$ cat src/rtl/wb_arbiter_nx1_if.sv
// wb_arbiter_nx1_if: requester-side and shared slave-side Wishbone signals of the N:1 arbiter
interface wb_arbiter_nx1_if #(
  parameter int N_MASTERS     = 4,
  parameter int WB_ADDR_WIDTH = 32,
  parameter int WB_DATA_WIDTH = 32
);
  localparam int SW = WB_DATA_WIDTH / 8;
  logic [N_MASTERS-1:0][WB_ADDR_WIDTH-1:0] m_adr;
  logic [N_MASTERS-1:0][WB_DATA_WIDTH-1:0] m_dat_w;
  logic [N_MASTERS-1:0][SW-1:0]            m_sel;
  logic [N_MASTERS-1:0][2:0]               m_cti;
  logic [N_MASTERS-1:0][1:0]               m_bte;
  logic [N_MASTERS-1:0]                    m_cyc, m_stb, m_we, m_ack, m_err, grant;
  logic [WB_DATA_WIDTH-1:0]                m_dat_r, s_dat_w, s_dat_r;
  logic [WB_ADDR_WIDTH-1:0]                s_adr;
  logic [SW-1:0]                           s_sel;
  logic [2:0]                              s_cti;
  logic [1:0]                              s_bte;
  logic                                    s_cyc, s_stb, s_we, s_ack, s_err, timeout_evt;
  modport master (
    input  m_adr, m_dat_w, m_sel, m_cti, m_bte, m_cyc, m_stb, m_we, s_dat_r, s_ack, s_err,
    output m_dat_r, m_ack, m_err, s_adr, s_dat_w, s_sel, s_cti, s_bte, s_cyc, s_stb, s_we,
           grant, timeout_evt
  );
  modport slave (
    output m_adr, m_dat_w, m_sel, m_cti, m_bte, m_cyc, m_stb, m_we, s_dat_r, s_ack, s_err,
    input  m_dat_r, m_ack, m_err, s_adr, s_dat_w, s_sel, s_cti, s_bte, s_cyc, s_stb, s_we,
           grant, timeout_evt
  );
endinterface

$ cat src/rtl/wb_arbiter_nx1.sv
// wb_arbiter_nx1: round-robin N:1 Wishbone arbiter with per-cycle ownership and ACK/ERR watchdog
module wb_arbiter_nx1 #(
  parameter int N_MASTERS     = 4,
  parameter int WB_ADDR_WIDTH = 32,
  parameter int WB_DATA_WIDTH = 32,
  parameter int TIMEOUT       = 256
) (
  input logic               clk,
  input logic               rst,
  wb_arbiter_nx1_if.master  bus
);
  localparam int IW = $clog2(N_MASTERS);
  localparam int CW = TIMEOUT > 0 ? $clog2(TIMEOUT + 1) : 1;
  typedef enum logic [1:0] {IDLE, BUSY, ABORT} state_t;
  state_t        state_q, state_d;
  logic [IW-1:0] grant_q, grant_d, last_q, last_d, pick, idx;
  logic [CW-1:0] cnt_q, cnt_d;
  logic          evt_q, evt_d, own_cyc, stall, wd_hit;
  always_comb begin
    pick = last_q;
    idx  = '0;
    for (int i = N_MASTERS; i >= 1; i--) begin
      idx = IW'((int'(last_q) + i) % N_MASTERS);
      if (bus.m_cyc[idx]) pick = idx;
    end
  end
  assign own_cyc = bus.m_cyc[grant_q];
  assign stall   = state_q == BUSY && bus.m_stb[grant_q] && !bus.s_ack && !bus.s_err;
  assign wd_hit  = TIMEOUT > 0 && stall && cnt_q == CW'(TIMEOUT - 1);
  always_comb begin
    state_d = state_q;
    grant_d = grant_q;
    last_d  = last_q;
    if (state_q == IDLE && |bus.m_cyc) begin
      state_d = BUSY;
      grant_d = pick;
      last_d  = pick;
    end else if (state_q != IDLE && !own_cyc) state_d = IDLE;
    else if (wd_hit) state_d = ABORT;
    cnt_d = (TIMEOUT > 0 && stall && state_d == BUSY) ? CW'(cnt_q + 1'b1) : '0;
    evt_d = state_q == BUSY && state_d == ABORT;
  end
  always_ff @(posedge clk or posedge rst) begin
    if (rst) begin
      state_q <= IDLE;
      grant_q <= '0;
      last_q  <= IW'(N_MASTERS - 1);
      cnt_q   <= '0;
      evt_q   <= 1'b0;
    end else begin
      state_q <= state_d;
      grant_q <= grant_d;
      last_q  <= last_d;
      cnt_q   <= cnt_d;
      evt_q   <= evt_d;
    end
  end
  // Slave side is only connected in BUSY; late responses in IDLE/ABORT are dropped here.
  always_comb begin
    bus.m_dat_r = bus.s_dat_r;
    bus.m_ack   = '0;
    bus.m_err   = '0;
    bus.grant   = '0;
    bus.s_adr   = '0;
    bus.s_dat_w = '0;
    bus.s_sel   = '0;
    bus.s_cti   = '0;
    bus.s_bte   = '0;
    bus.s_cyc   = 1'b0;
    bus.s_stb   = 1'b0;
    bus.s_we    = 1'b0;
    if (state_q != IDLE) bus.grant[grant_q] = 1'b1;
    if (state_q == BUSY) begin
      bus.s_adr            = bus.m_adr[grant_q];
      bus.s_dat_w          = bus.m_dat_w[grant_q];
      bus.s_sel            = bus.m_sel[grant_q];
      bus.s_cti            = bus.m_cti[grant_q];
      bus.s_bte            = bus.m_bte[grant_q];
      bus.s_cyc            = bus.m_cyc[grant_q];
      bus.s_stb            = bus.m_stb[grant_q];
      bus.s_we             = bus.m_we[grant_q];
      bus.m_ack[grant_q]   = bus.s_ack;
      bus.m_err[grant_q]   = bus.s_err;
    end
    if (evt_q) bus.m_err[grant_q] = 1'b1;
  end
  assign bus.timeout_evt = evt_q;
endmodule

$ cat src/flat_wrapper.sv
// flat-port wrapper written by rule: the top's interface ports become plain ports
module wb_arbiter_nx1_flat 
#(
  parameter int N_MASTERS     = 4,
  parameter int WB_ADDR_WIDTH = 32,
  parameter int WB_DATA_WIDTH = 32,
  parameter int TIMEOUT       = 256
)
  (clk, rst, bus_m_adr, bus_m_dat_w, bus_m_sel, bus_m_cti, bus_m_bte, bus_m_cyc, bus_m_stb, bus_m_we, bus_s_dat_r, bus_s_ack, bus_s_err, bus_m_dat_r, bus_m_ack, bus_m_err, bus_s_adr, bus_s_dat_w, bus_s_sel, bus_s_cti, bus_s_bte, bus_s_cyc, bus_s_stb, bus_s_we, bus_grant, bus_timeout_evt);
  wb_arbiter_nx1_if #(.N_MASTERS(N_MASTERS), .WB_ADDR_WIDTH(WB_ADDR_WIDTH), .WB_DATA_WIDTH(WB_DATA_WIDTH)) bus_i ();
  input logic clk;
  input logic rst;
  input wire logic [$bits(bus_i.m_adr)-1:0] bus_m_adr;
  input wire logic [$bits(bus_i.m_dat_w)-1:0] bus_m_dat_w;
  input wire logic [$bits(bus_i.m_sel)-1:0] bus_m_sel;
  input wire logic [$bits(bus_i.m_cti)-1:0] bus_m_cti;
  input wire logic [$bits(bus_i.m_bte)-1:0] bus_m_bte;
  input wire logic [$bits(bus_i.m_cyc)-1:0] bus_m_cyc;
  input wire logic [$bits(bus_i.m_stb)-1:0] bus_m_stb;
  input wire logic [$bits(bus_i.m_we)-1:0] bus_m_we;
  input wire logic [$bits(bus_i.s_dat_r)-1:0] bus_s_dat_r;
  input wire logic [$bits(bus_i.s_ack)-1:0] bus_s_ack;
  input wire logic [$bits(bus_i.s_err)-1:0] bus_s_err;
  output wire logic [$bits(bus_i.m_dat_r)-1:0] bus_m_dat_r;
  output wire logic [$bits(bus_i.m_ack)-1:0] bus_m_ack;
  output wire logic [$bits(bus_i.m_err)-1:0] bus_m_err;
  output wire logic [$bits(bus_i.s_adr)-1:0] bus_s_adr;
  output wire logic [$bits(bus_i.s_dat_w)-1:0] bus_s_dat_w;
  output wire logic [$bits(bus_i.s_sel)-1:0] bus_s_sel;
  output wire logic [$bits(bus_i.s_cti)-1:0] bus_s_cti;
  output wire logic [$bits(bus_i.s_bte)-1:0] bus_s_bte;
  output wire logic [$bits(bus_i.s_cyc)-1:0] bus_s_cyc;
  output wire logic [$bits(bus_i.s_stb)-1:0] bus_s_stb;
  output wire logic [$bits(bus_i.s_we)-1:0] bus_s_we;
  output wire logic [$bits(bus_i.grant)-1:0] bus_grant;
  output wire logic [$bits(bus_i.timeout_evt)-1:0] bus_timeout_evt;
  assign bus_i.m_adr = bus_m_adr;
  assign bus_i.m_dat_w = bus_m_dat_w;
  assign bus_i.m_sel = bus_m_sel;
  assign bus_i.m_cti = bus_m_cti;
  assign bus_i.m_bte = bus_m_bte;
  assign bus_i.m_cyc = bus_m_cyc;
  assign bus_i.m_stb = bus_m_stb;
  assign bus_i.m_we = bus_m_we;
  assign bus_i.s_dat_r = bus_s_dat_r;
  assign bus_i.s_ack = bus_s_ack;
  assign bus_i.s_err = bus_s_err;
  assign bus_m_dat_r = bus_i.m_dat_r;
  assign bus_m_ack = bus_i.m_ack;
  assign bus_m_err = bus_i.m_err;
  assign bus_s_adr = bus_i.s_adr;
  assign bus_s_dat_w = bus_i.s_dat_w;
  assign bus_s_sel = bus_i.s_sel;
  assign bus_s_cti = bus_i.s_cti;
  assign bus_s_bte = bus_i.s_bte;
  assign bus_s_cyc = bus_i.s_cyc;
  assign bus_s_stb = bus_i.s_stb;
  assign bus_s_we = bus_i.s_we;
  assign bus_grant = bus_i.grant;
  assign bus_timeout_evt = bus_i.timeout_evt;
  wb_arbiter_nx1 #(.N_MASTERS(N_MASTERS), .WB_ADDR_WIDTH(WB_ADDR_WIDTH), .WB_DATA_WIDTH(WB_DATA_WIDTH), .TIMEOUT(TIMEOUT)) u_core (.clk(clk), .rst(rst), .bus(bus_i));
endmodule
$ cat config.mk
export PLATFORM = sky130hd
export DESIGN_NAME = wb_arbiter_nx1_flat
export DESIGN_NICKNAME = d
export VERILOG_FILES = /design/src/rtl/wb_arbiter_nx1_if.sv /design/src/rtl/wb_arbiter_nx1.sv /design/src/flat_wrapper.sv
export SDC_FILE = /design/constraint.sdc
export NUM_CORES = 1
export LEC_CHECK = 0
export BUFFER_PORTS_ARGS = -buffer_cell sky130_fd_sc_hd__buf_4
export CAP_MARGIN = 20
export CORE_AREA = 10 10 171 173
export DETAILED_ROUTE_END_ITERATION = 12
export DIE_AREA = 0 0 181 183
export PLACE_DENSITY_LB_ADDON = 0.1
export SLEW_MARGIN = 20
export SYNTH_ARGS = -nofsm -noshare
export SYNTH_HDL_FRONTEND = slang
export SYNTH_SLANG_ARGS = --single-unit
$ cat constraint.sdc
create_clock -name clk -period 3.3 [get_ports clk]
set_clock_uncertainty 0.15 [all_clocks]
set_input_delay 0.495 -clock clk [delete_from_list [all_inputs] [get_ports clk]]
set_output_delay 0.495 -clock clk [all_outputs]
set_load 0.01 [all_outputs]
## Word level (Yosys, flattened, before mapping)

Index checks and enable logic that the tools add are counted.

- Bits in registers: 16
- Output and inout port bits: 121
- Input bits: 340
- Word-level logic and storage cells: 84

- Equality and inequality tests: 4
- Reductions and logical operators: 15
- Add/sub/neg operators: 5
- Muxes and demuxes: 46
- Bitwise operators: 3
- Order comparisons: 6

Operators by type and width:

| cell | count |
|---|---|
| binary-select mux 32 bit (select 2 bit) | 2 |
| 2-to-1 mux 32 bit | 4 |
| 2-to-1 mux 4 bit | 6 |
| 2-to-1 mux 2 bit | 9 |
| less-than comparator 2 x 3 -> 1 bit, second input constant | 5 |
| binary-select mux 1 bit (select 2 bit) | 7 |
| 2-to-1 mux 1 bit | 11 |
| adder 9 x 1 -> 9 bit, second input constant | 1 |
| equality test 9 x 8 -> 1 bit, second input constant | 1 |
| logical AND 1 bit | 9 |
| 2-to-1 mux 9 bit | 1 |
| bitwise AND 4 bit | 2 |
| binary-select mux 4 bit (select 2 bit) | 1 |
| binary-select mux 3 bit (select 2 bit) | 1 |
| 2-to-1 mux 3 bit | 2 |
| adder 2 x 1 -> 2 bit, second input constant | 2 |
| adder 2 bit, second input constant | 2 |
| binary-select mux 2 bit (select 2 bit) | 1 |
| equality test 2 x 1 -> 1 bit, second input constant | 2 |
| bitwise OR 4 bit | 1 |
| OR reduction 4 bit | 1 |
| zero test 1 bit | 3 |
| demux 1 bit (select 2 bit) | 1 |
| equality test 2 bit, second input constant | 1 |
| 3 further kinds | 3 |

## Longest topological paths before layout

Gate-level depths: netlist of run 1.

- Word-level depth: 12
- Mapped depth: 6
- Gate-level depth less buffers: 5

## Worst setup path before layout of run 1

Ideal clock, no wire load.

- Path kind: flip-flop to output port
- Start: reg u_core.grant_q[0]
- End: out bus_s_adr[0]
- Buffers on the path: 2
- Path slack: 1.111 ns
- Data arrival time: 1.544 ns
- Stages on the path, launching flop included: 5
- Required time: 2.655 ns
- Path through: dfrtp_1 > buf_2 > buf_2 > mux4_2 > and2_1

- Cells in the longest elaborated chain, start to end: 3

Ends and longest elaborated chain:

| item | line | source |
|---|---|---|
| from (decl) | wb_arbiter_nx1.sv:16 | `logic [IW-1:0] grant_q, grant_d, last_q, last_d, pick, idx;` |
| from (signal assigned) | wb_arbiter_nx1.sv:52 | `grant_q <= grant_d;` |
| binary-select mux 32 bit (select 2 bit) | wb_arbiter_nx1.sv:74 | `bus.s_adr = bus.m_adr[grant_q];` |
| 2-to-1 mux 32 bit (implied by the code) | wb_arbiter_nx1.sv:74 |  |
| 2-to-1 mux 32 bit | wb_arbiter_nx1.sv:73 | `if (state_q == BUSY) begin` |
| to (decl) | flat_wrapper.sv:27 | `output wire logic [$bits(bus_i.s_adr)-1:0] bus_s_adr;` |

Every way passes these cells. The select of a mux whose other input is x is not followed.

## Final worst setup path of run 1

- Start: reg u_core.grant_q[0]
- End: out bus_s_adr[7]

Same word-level chain as after synthesis.

==> results of run 1 <==
cell usage after synthesis (all sizes together) (2+ instances only):
library cell and number:
nor3 9, inv 4, nor2b 3, and2 76, nand2b 3, buf 43
dfrtp 14, and3 3, ha 2, dfstp 2, nand4 2, a211oi 2
xnor2 2, clkbuf 16, nand2 10, mux2i 2, nor2 16, nand3 6
a21boi 2, a21oi 2, xor2 4, and4 2, mux4 75, o41ai 2
layer usage:
| layer | wire [um] | vias up | track usage [%] | part of all wire (%) |
|---|---|---|---|---|
| met2 | 12970 | 175 | 24.83 | 56 |
| met5 | 0 | - | 0 | 0 |
| met3 | 1483 | 14 | 3.307 | 6.4 |
| li1 | - | 1874 | - | - |
| met4 | 115 | 0 | 1.041 | 0.49 |
| met1 | 8742 | 2039 | 14.01 | 37 |
state kept, by name, summed over array words and instances, names as in the netlist:
register and flops:
u_core.state_q 2, u_core.last_q 2, u_core.bus.timeout_evt 1, u_core.cnt_q 9, u_core.grant_q 2
cell families (layout without fill, tap and decap cells):
family / after synthesis / count (layout) / share of synthesized area (%)
and+or+nand+nor: 133 / 133 / 21.76
muxes: 77 / 77 / 49.14
AOI/OAI and AO/OA: 17 / 17 / 4.389
DFF: 16 / 16 / 11.58
xor gates and xnor gates: 6 / 6 / 1.511
adders and majority gates: 2 / 2 / 0.7193
buffers and inverters: 63 / 413 / 10.90
worst max path at each step:
stage | from | slack, ns | end
finish | u_core.grant_q[0]$_DFFE_PP0P_ | 0.55 | bus_s_adr[7]
global route | u_core.grant_q[0]$_DFFE_PP0P_ | 0.40 | bus_s_dat_w[2]
CTS | u_core.grant_q[0]$_DFFE_PP0P_ | 0.48 | bus_s_adr[7]
detailed placement | u_core.grant_q[0]$_DFFE_PP0P_ | 0.74 | bus_s_adr[7]
global placement | u_core.grant_q[0]$_DFFE_PP0P_ | 0.76 | bus_s_dat_w[2]
floorplan | u_core.grant_q[0]$_DFFE_PP0P_ | 1.11 | bus_s_adr[0]
area by class of cell:
type | count | area share (%)
Sequential cell | 16 | 6.111
Clock buffer | 4 | 1.323
Tap cell | 335 | 6.242
Inverter | 4 | 0.2236
Multi-Input combinational cell | 235 | 40.26
Timing Repair Buffer | 405 | 45.84
critical path, delay by kind of cell (launching register included):
kind | cells | cell delay, ns
and+or+nand+nor | 1 | 0.17
buffers and inverters | 2 | 0.43
DFF | 1 | 0.69
muxes | 1 | 0.55
stage by stage:
step	hold slack, ns	cell area [sq um]	util, %
2_1_floorplan	0.2573	3478	-
3_3_place_gp	0.3405	6626	25.72
3_5_place_dp	0.3524	6626	25.72
4_1_cts	0.2026	6715	26.06
5_1_grt	0.2486	6715	26.06
6_report	0.1800	6715	26.06
report_power, final:
| group | leakage [nW] | internal, mW | switching [mW] |
|---|---|---|---|
| clock network | 0.0442 | 0.184 | 0.0731 |
| registers | 0.207 | 0.247 | 0.182 |
| logic | 2.87 | 2.17 | 1.64 |
==> qor.yml, run 1 <==
yosys:
  synth_edf_count: 0
  synth_largest_area_cell: "mux4_2"
  async_flop_share_pct: 100.0
  synth.top_cell.area_share_pct: 48.56
  synth.distinct_cells: 39
  ys_seq_area_share_pct: 11.58
  ys_seq_elements: 16
  ys.flop_type: "dfrtp_1"
  syn_area_sq_um: 3478
  syn_inst: 314
  postSynthNetCount: 656
  synth.avg_cell_area_sq_um: 11.08
  yosys_warnings: 0
  ys_top_cells_by_area: "mux4_2 49%, and2_1 14%, dfrtp_1 10%, buf_4 7.1%, clkbuf_1 1.7%"
route:
  ant_nets: 0
  wl_um: 23310
  dr.pass1.iters: 4
  drtIter0Drc: 164
  via_per_inst: 4.106
  wl_per_cell_um: 23.34
  drcViolationCount: 0
  vias: 4102
sta:
  layout_setup_ws_ns: 0.5475
  rsz0062_at_grt: "no"
  final-setup-viol-count: 0
  fin_crit_sh_pct: 83.41
  fmaxAchievable_mhz: 363.3
  max_slew_margin_pct: 53.21
  tightest_slew_ns: 0.7018
  setup_tns_ns: 0
  hold_viol: 0
  period_minus_slack_ns: 2.752
  drv_slew: 0
flow_run:
  maxCapViolCount: 0
clocking:
  cts_resized: 0
  htreeDepth: 1
  cts_tree: "done"
  cts.sinks: 16
  numCtsBuffers: 3
  clkLatencyLatePin_ns: 0.24
  cts_root_buf: "clkbuf_16"
  cts_post_setup_buffers_inserted: 0
  clkTransAtPathRegs_ns: 0.05
  hold_buffers: 0
  clk_path_buf_depth: 2
setup_path:
  path_max_fanout: 28
  critPathKind: "reg2out"
  r2r_setup_slack_ns: 1.03
  worstPathCellList: "buf_12 -> mux4_2 -> and2_1 -> buf_4"
  r2r_start: "u_core.grant_q[0]$_DFFE_PP0P_"
  reg2regPathDepth: 4
  endpoint_kind: "output pin"
  slowest_delay_ns: 0.69
  reg2reg_to: "u_core.cnt_q[1]$_DFF_PP0_"
  cp-start-kind: "flip-flop"
  cp_slowest_cell: "dfrtp_4"
  arrival_ns: 2.11
  critPathRequiredTime_ns: 2.65
floorplanning:
  num_io_pins: 461
  std_cell_rows: 59
  initial_utilization_pct: 13.50
  core_sq_um: 25760
  dieWidth_um: 181
  dieArea_sq_um: 33120
  die_y_um: 183
power_and_ir_drop:
  p_per_area_nw_per_um2: 669.3
  finalPower_mw: 4.494
  peakVddDrop_mv: 0.3840
  p_leak_nw: 3.125
final_layout:
  fillCellCount: 2773
  multi_input_area_sq_um: 2704
  final_common_cell: "buf_4"
  layout_common_cells: "402 x buf_4, 76 x and2_1, 75 x mux4_2"
  diodes: 0
  stdcell_count: 999
  syn_to_final_growth_pct: 93.06
  nets: 1007
  regArea_sq_um: 410.4
  layout-drive-gt1-share_pct: 74.10
global_route:
  antenna_found_initial: 0
  grt_max_degree: 76
  grt_pass1_wl_um: 32730
  grt_pass1_vias: 4634
  grt_usage_pct: 12.74
  grt.overflow.total: 0
place:
  dp_hpwl_um: 20270
  dp_worst_setup_slack_ns: 0.7431
  dp_cells: 995
  place.gp.congestion: 0.8793
  port_buffers: 396
run_status:
  status: "completed"
min_path:
  min-delay-path-class: "in2async"
No activity file was read; power rests on OpenSTA's default activity.
==> run 2: changes to the inputs <==
==> constraint.sdc (replaced) <==
create_clock -name clk -period 2.85 [get_ports clk]
set_clock_uncertainty 0.15 [all_clocks]
set_input_delay 0.4275 -clock clk [delete_from_list [all_inputs] [get_ports clk]]
set_output_delay 0.4275 -clock clk [all_outputs]
set_load 0.01 [all_outputs]
==> run 2 against run 1 <==
Cell count rose by 0.20%. Highest routed layer unchanged. Register-to-register slack got worse by 0.49 ns. Hold slack lost 0.036 ns. Critical path type unchanged.
==> qor.yml, run 2 (synthesis gave the netlist of run 1 again) <==
run_status:
  status: "completed"
sta:
  fin_crit_sh_pct: 90.45
  hold_viol: 0
  fmaxAchievable_mhz: 387.9
  drv_slew: 0
  tightest_slew_ns: 0.6985
  final-setup-viol-count: 0
  period_minus_slack_ns: 2.578
  layout_setup_ws_ns: 0.2721
  max_slew_margin_pct: 53.38
  rsz0062_at_grt: "no"
  setup_tns_ns: 0
  whs_ns: 0.1445
floorplanning:
  dieWidth_um: 181
  dieArea_sq_um: 33120
  die_y_um: 183
  num_io_pins: 461
  core_sq_um: 25760
  std_cell_rows: 59
  initial_utilization_pct: 13.50
route:
  wl_per_cell_um: 22.87
  vias: 4138
  drtIter0Drc: 178
  ant_nets: 0
  via_per_inst: 4.134
  dr.pass1.iters: 5
  wl_um: 22900
  drcViolationCount: 0
min_path:
  min-delay-path-class: "in2async"
final_layout:
  fin_area_sq_um: 6743
  final_common_cell: "buf_4"
  regMostFlops: "u_core.cnt_q"
  diodes: 0
  fillCellCount: 2763
  nets: 1009
  syn_to_final_growth_pct: 93.85
  largest_register_ffs: 9
  stdcell_count: 1001
  final_util_pct: 26.17
  layout_common_cells: "403 x buf_4, 76 x and2_1, 75 x mux4_2"
  layout-drive-gt1-share_pct: 74.17
setup_path:
  critPathKind: "reg2out"
  path_max_fanout: 31
  endpoint_kind: "output pin"
  cp_top_family: "buffers and inverters"
  path_buf_inv: 3
  cp_slowest_cell: "mux4_2"
  arrival_ns: 2.00
  critPathRequiredTime_ns: 2.27
  slowest_delay_ns: 0.49
  cp-start-kind: "flip-flop"
  crit_top_cell: "buf_4"
  worstPathCellList: "buf_12 -> buf_4 -> mux4_2 -> and2_1 -> buf_4"
global_route:
  grt.overflow.total: 0
  antenna_found_initial: 0
  grt_max_degree: 43
  grt_pass1_wl_um: 32960
  grt_pass1_vias: 4624
  grt_usage_pct: 12.82
clocking:
  cts.sinks: 16
  clkTransAtPathRegs_ns: 0.05
  cts_root_buf: "clkbuf_16"
  numCtsBuffers: 3
  cts_post_setup_buffers_inserted: 0
  hold_buffers: 0
  clkLatencyLatePin_ns: 0.25
  clk_path_buf_depth: 2
  cts_tree: "done"
  cts_resized: 0
  htreeDepth: 1
place:
  place_area_sq_um: 6654
  port_buffers: 396
  dp_cells: 997
  dp_worst_setup_slack_ns: 0.5026
  place.gp.congestion: 0.8201
  dp_hpwl_um: 19980
flow_run:
  maxCapViolCount: 0
power_and_ir_drop:
  p_leak_nw: 3.139
  finalPower_mw: 5.241
  p_per_area_nw_per_um2: 777.3
  peakVddDrop_mv: 0.4772
[run 2: changes by cell type in the layout (fill, tap and decap cells not counted)]
cell	before	now
buf_12	3	4
buf_4	402	403
[run 2: final timing paths]
kind                                                  to  slack (ns)  cells past startpoint                           from
max in group asynchronous  u_core.grant_q[0]$_DFFE_PP0P_        1.89                      2                            rst
setup / recovery                          bus_s_dat_w[2]        0.27                      5  u_core.grant_q[0]$_DFFE_PP0P_
hold / removal             u_core.grant_q[1]$_DFFE_PP0P_        0.14                      2                            rst
setup reg to reg               u_core.cnt_q[5]$_DFF_PP0_        0.54                      5  u_core.grant_q[0]$_DFFE_PP0P_
hold reg to reg             u_core.last_q[1]$_DFFE_PP1P_        0.36                      2   u_core.last_q[1]$_DFFE_PP1P_
min in group clk            u_core.last_q[1]$_DFFE_PP1P_        0.36                      2   u_core.last_q[1]$_DFFE_PP1P_
[run 2: metal layers]
layer	routed length, um	vias to the layer above	track usage, %
met5	0	-	0
met4	210	0	1.529
met3	1580	22	3.386
met2	12620	191	24.49
met1	8481	2045	14.27
li1	-	1880	-
[run 2: cell type report]
| cell class | instances | area, sq um | share of cell area, % |
|---|---|---|---|
| Multi-Input combinational cell | 235 | 2704 | 40.10 |
| Tap cell | 335 | 419.2 | 6.216 |
| Timing Repair Buffer | 407 | 3105 | 46.06 |
| Clock buffer | 4 | 88.84 | 1.317 |
| Inverter | 4 | 15.01 | 0.2227 |
| Sequential cell | 16 | 410.4 | 6.086 |
[run 2: power breakdown]
group	switching (mW)	internal, mW
sequential	0.0940	0.288
combinational	2.00	2.55
clock	0.0981	0.214
total	2.19	3.05
==> run 3: changes to the inputs <==
--- a/config.mk
+++ b/config.mk
@@ -7,9 +7,9 @@
 export LEC_CHECK = 0
 export BUFFER_PORTS_ARGS = -buffer_cell sky130_fd_sc_hd__buf_4
 export CAP_MARGIN = 20
-export CORE_AREA = 10 10 171 173
+export CORE_AREA = 2 2 178 180
 export DETAILED_ROUTE_END_ITERATION = 12
-export DIE_AREA = 0 0 181 183
+export DIE_AREA = 0 0 180 182
 export PLACE_DENSITY_LB_ADDON = 0.1
 export SLEW_MARGIN = 20
 export SYNTH_ARGS = -nofsm -noshare
==> run 3 against run 2 <==
Register-to-register slack worse by 0.09 ns. Cell count is 6.4% higher. Via count is 0.89% lower. First-iteration DRC count is 26% lower. Count of clock-buffer cells in the layout stayed put. Hold slack worse by 0.0055 ns. Power is 0.57% lower. Wire length is 4.6% lower. Global-route usage is 0.26 points lower. Non-clock buffer count is 3 lower. Flip-flop and latch count stayed put.
==> qor.yml, run 3 (synthesis gave the netlist of run 1 again) <==
run_status:
  status: "completed"
final_layout:
  largest_register_ffs: 9
  regMostFlops: "u_core.cnt_q"
  fin_area_sq_um: 6804
  diodes: 0
  layout_common_cells: "400 x buf_4, 76 x and2_1, 75 x mux4_2"
  final_common_cell: "buf_4"
  syn_to_final_growth_pct: 95.61
  nets: 1006
  final_util_pct: 21.96
  layout-drive-gt1-share_pct: 74.06
clocking:
  clkTransAtPathRegs_ns: 0.05
  cts_tree: "done"
  cts.sinks: 16
  hold_buffers: 0
  htreeDepth: 1
  clk_path_buf_depth: 2
  cts_post_setup_buffers_inserted: 0
  clkLatencyLatePin_ns: 0.25
  cts_root_buf: "clkbuf_16"
  numCtsBuffers: 3
  cts_resized: 0
route:
  vias: 4101
  wl_per_cell_um: 20.51
  wl_um: 21840
  dr.pass1.iters: 4
  drtIter0Drc: 132
  drcViolationCount: 0
  ant_nets: 0
  via_per_inst: 3.851
setup_path:
  cp_slowest_cell: "dfrtp_4"
  slowest_delay_ns: 0.76
  critPathRequiredTime_ns: 2.27
  endpoint_kind: "output pin"
  worstPathCellList: "buf_12 -> mux4_2 -> and2_1 -> buf_4"
  path_buf_inv: 2
  arrival_ns: 2.07
  path_max_fanout: 41
  cp-start-kind: "flip-flop"
  critPathKind: "reg2out"
  cp_top_family: "flip-flops"
power_and_ir_drop:
  switchingPower_mw: 2.188
  switching_share_pct: 41.98
  p_per_area_nw_per_um2: 765.9
  p_int_mw: 3.023
  p_leak_nw: 3.125
  p_seq_share_pct: 9.3
  peakVddDrop_mv: 0.2652
  power_frac_comb_pct: 84.9
  p_clk_share_pct: 5.9
flow_run:
  maxCapViolCount: 0
floorplanning:
  initial_utilization_pct: 11.23
  std_cell_rows: 65
  dieWidth_um: 180
  die_y_um: 182
  core_sq_um: 30990
  num_io_pins: 461
  dieArea_sq_um: 32760
sta:
  tightest_slew_ns: 0.6882
  max_slew_margin_pct: 54.07
  rsz0062_at_grt: "no"
  setup_tns_ns: 0
  fmaxAchievable_mhz: 377.8
  period_minus_slack_ns: 2.647
  final-setup-viol-count: 0
  hold_viol: 0
  fin_crit_sh_pct: 92.88
  drv_slew: 0
place:
  port_buffers: 396
  place.gp.congestion: 0.8875
  place_area_sq_um: 6715
  dp_hpwl_um: 18830
min_path:
  min-delay-path-class: "in2async"
global_route:
  grt.overflow.total: 0
  grt_pass1_wl_um: 31430
  grt_usage_pct: 12.56
  grt_pass1_vias: 4560
  grt_max_degree: 44
  antenna_found_initial: 1
[run 3: cell count changes in the layout (fill, tap and decap cells not counted), sizes merged]
| cell | previous run | this run |
|---|---|---|
| buf | 407 | 404 |
[run 3: layer usage]
metal / track usage (%) / share of wire, % / vias to the layer above
met4: 1.073 / 0.62 / 0
met2: 22.99 / 52 / 211
met1: 15.63 / 40 / 2001
li1: - / - / 1878
met5: 0 / 0 / -
met3: 2.688 / 6.7 / 11
[run 3: stage by stage]
stage / total power [mW] / cells / setup slack, ns / hold slack [ns]
floorplan: 3.015 / 314 / 0.7283 / 0.1898
global placement: 4.997 / 1061 / 0.4383 / 0.3405
detailed placement: 5.021 / 1061 / 0.3804 / 0.3433
CTS: 5.352 / 1065 / 0.1533 / 0.1723
global route: 5.634 / 1065 / 0.1035 / 0.2026
finish: 5.211 / 1065 / 0.2028 / 0.1390
[run 3: final timing paths]
kind / start / endpoint / slack [ns] / cells after the start
worst min register to register: u_core.last_q[1]$_DFFE_PP1P_ / u_core.last_q[1]$_DFFE_PP1P_ / 0.35 / 2
worst max-delay path: u_core.grant_q[1]$_DFFE_PP0P_ / bus_s_adr[1] / 0.20 / 4
worst max register to register: u_core.grant_q[0]$_DFFE_PP0P_ / u_core.cnt_q[1]$_DFF_PP0_ / 0.45 / 5
worst min-delay path: rst / u_core.cnt_q[7]$_DFF_PP0_ / 0.14 / 2
max in group asynchronous: rst / u_core.grant_q[0]$_DFFE_PP0P_ / 1.90 / 2
min in group clk: u_core.last_q[1]$_DFFE_PP1P_ / u_core.last_q[1]$_DFFE_PP1P_ / 0.35 / 2
[run 3: area by class of cell]
class / count / area [sq um]
Fill cell: 3413 / 24180
Sequential cell: 16 / 410.4
Inverter: 4 / 15.01
Multi-Input combinational cell: 235 / 2704
Clock buffer: 4 / 88.84
Timing Repair Buffer: 404 / 3083
Tap cell: 402 / 503.0
[run 3: power by group through the flow]
stage / logic (mW) / clock network (mW) / registers (mW)
floorplan: 2.69 / 0 / 0.321
global placement: 4.50 / 0 / 0.494
detailed placement: 4.52 / 0 / 0.501
CTS: 4.54 / 0.318 / 0.497
global route: 4.79 / 0.328 / 0.512
finish: 4.42 / 0.305 / 0.484
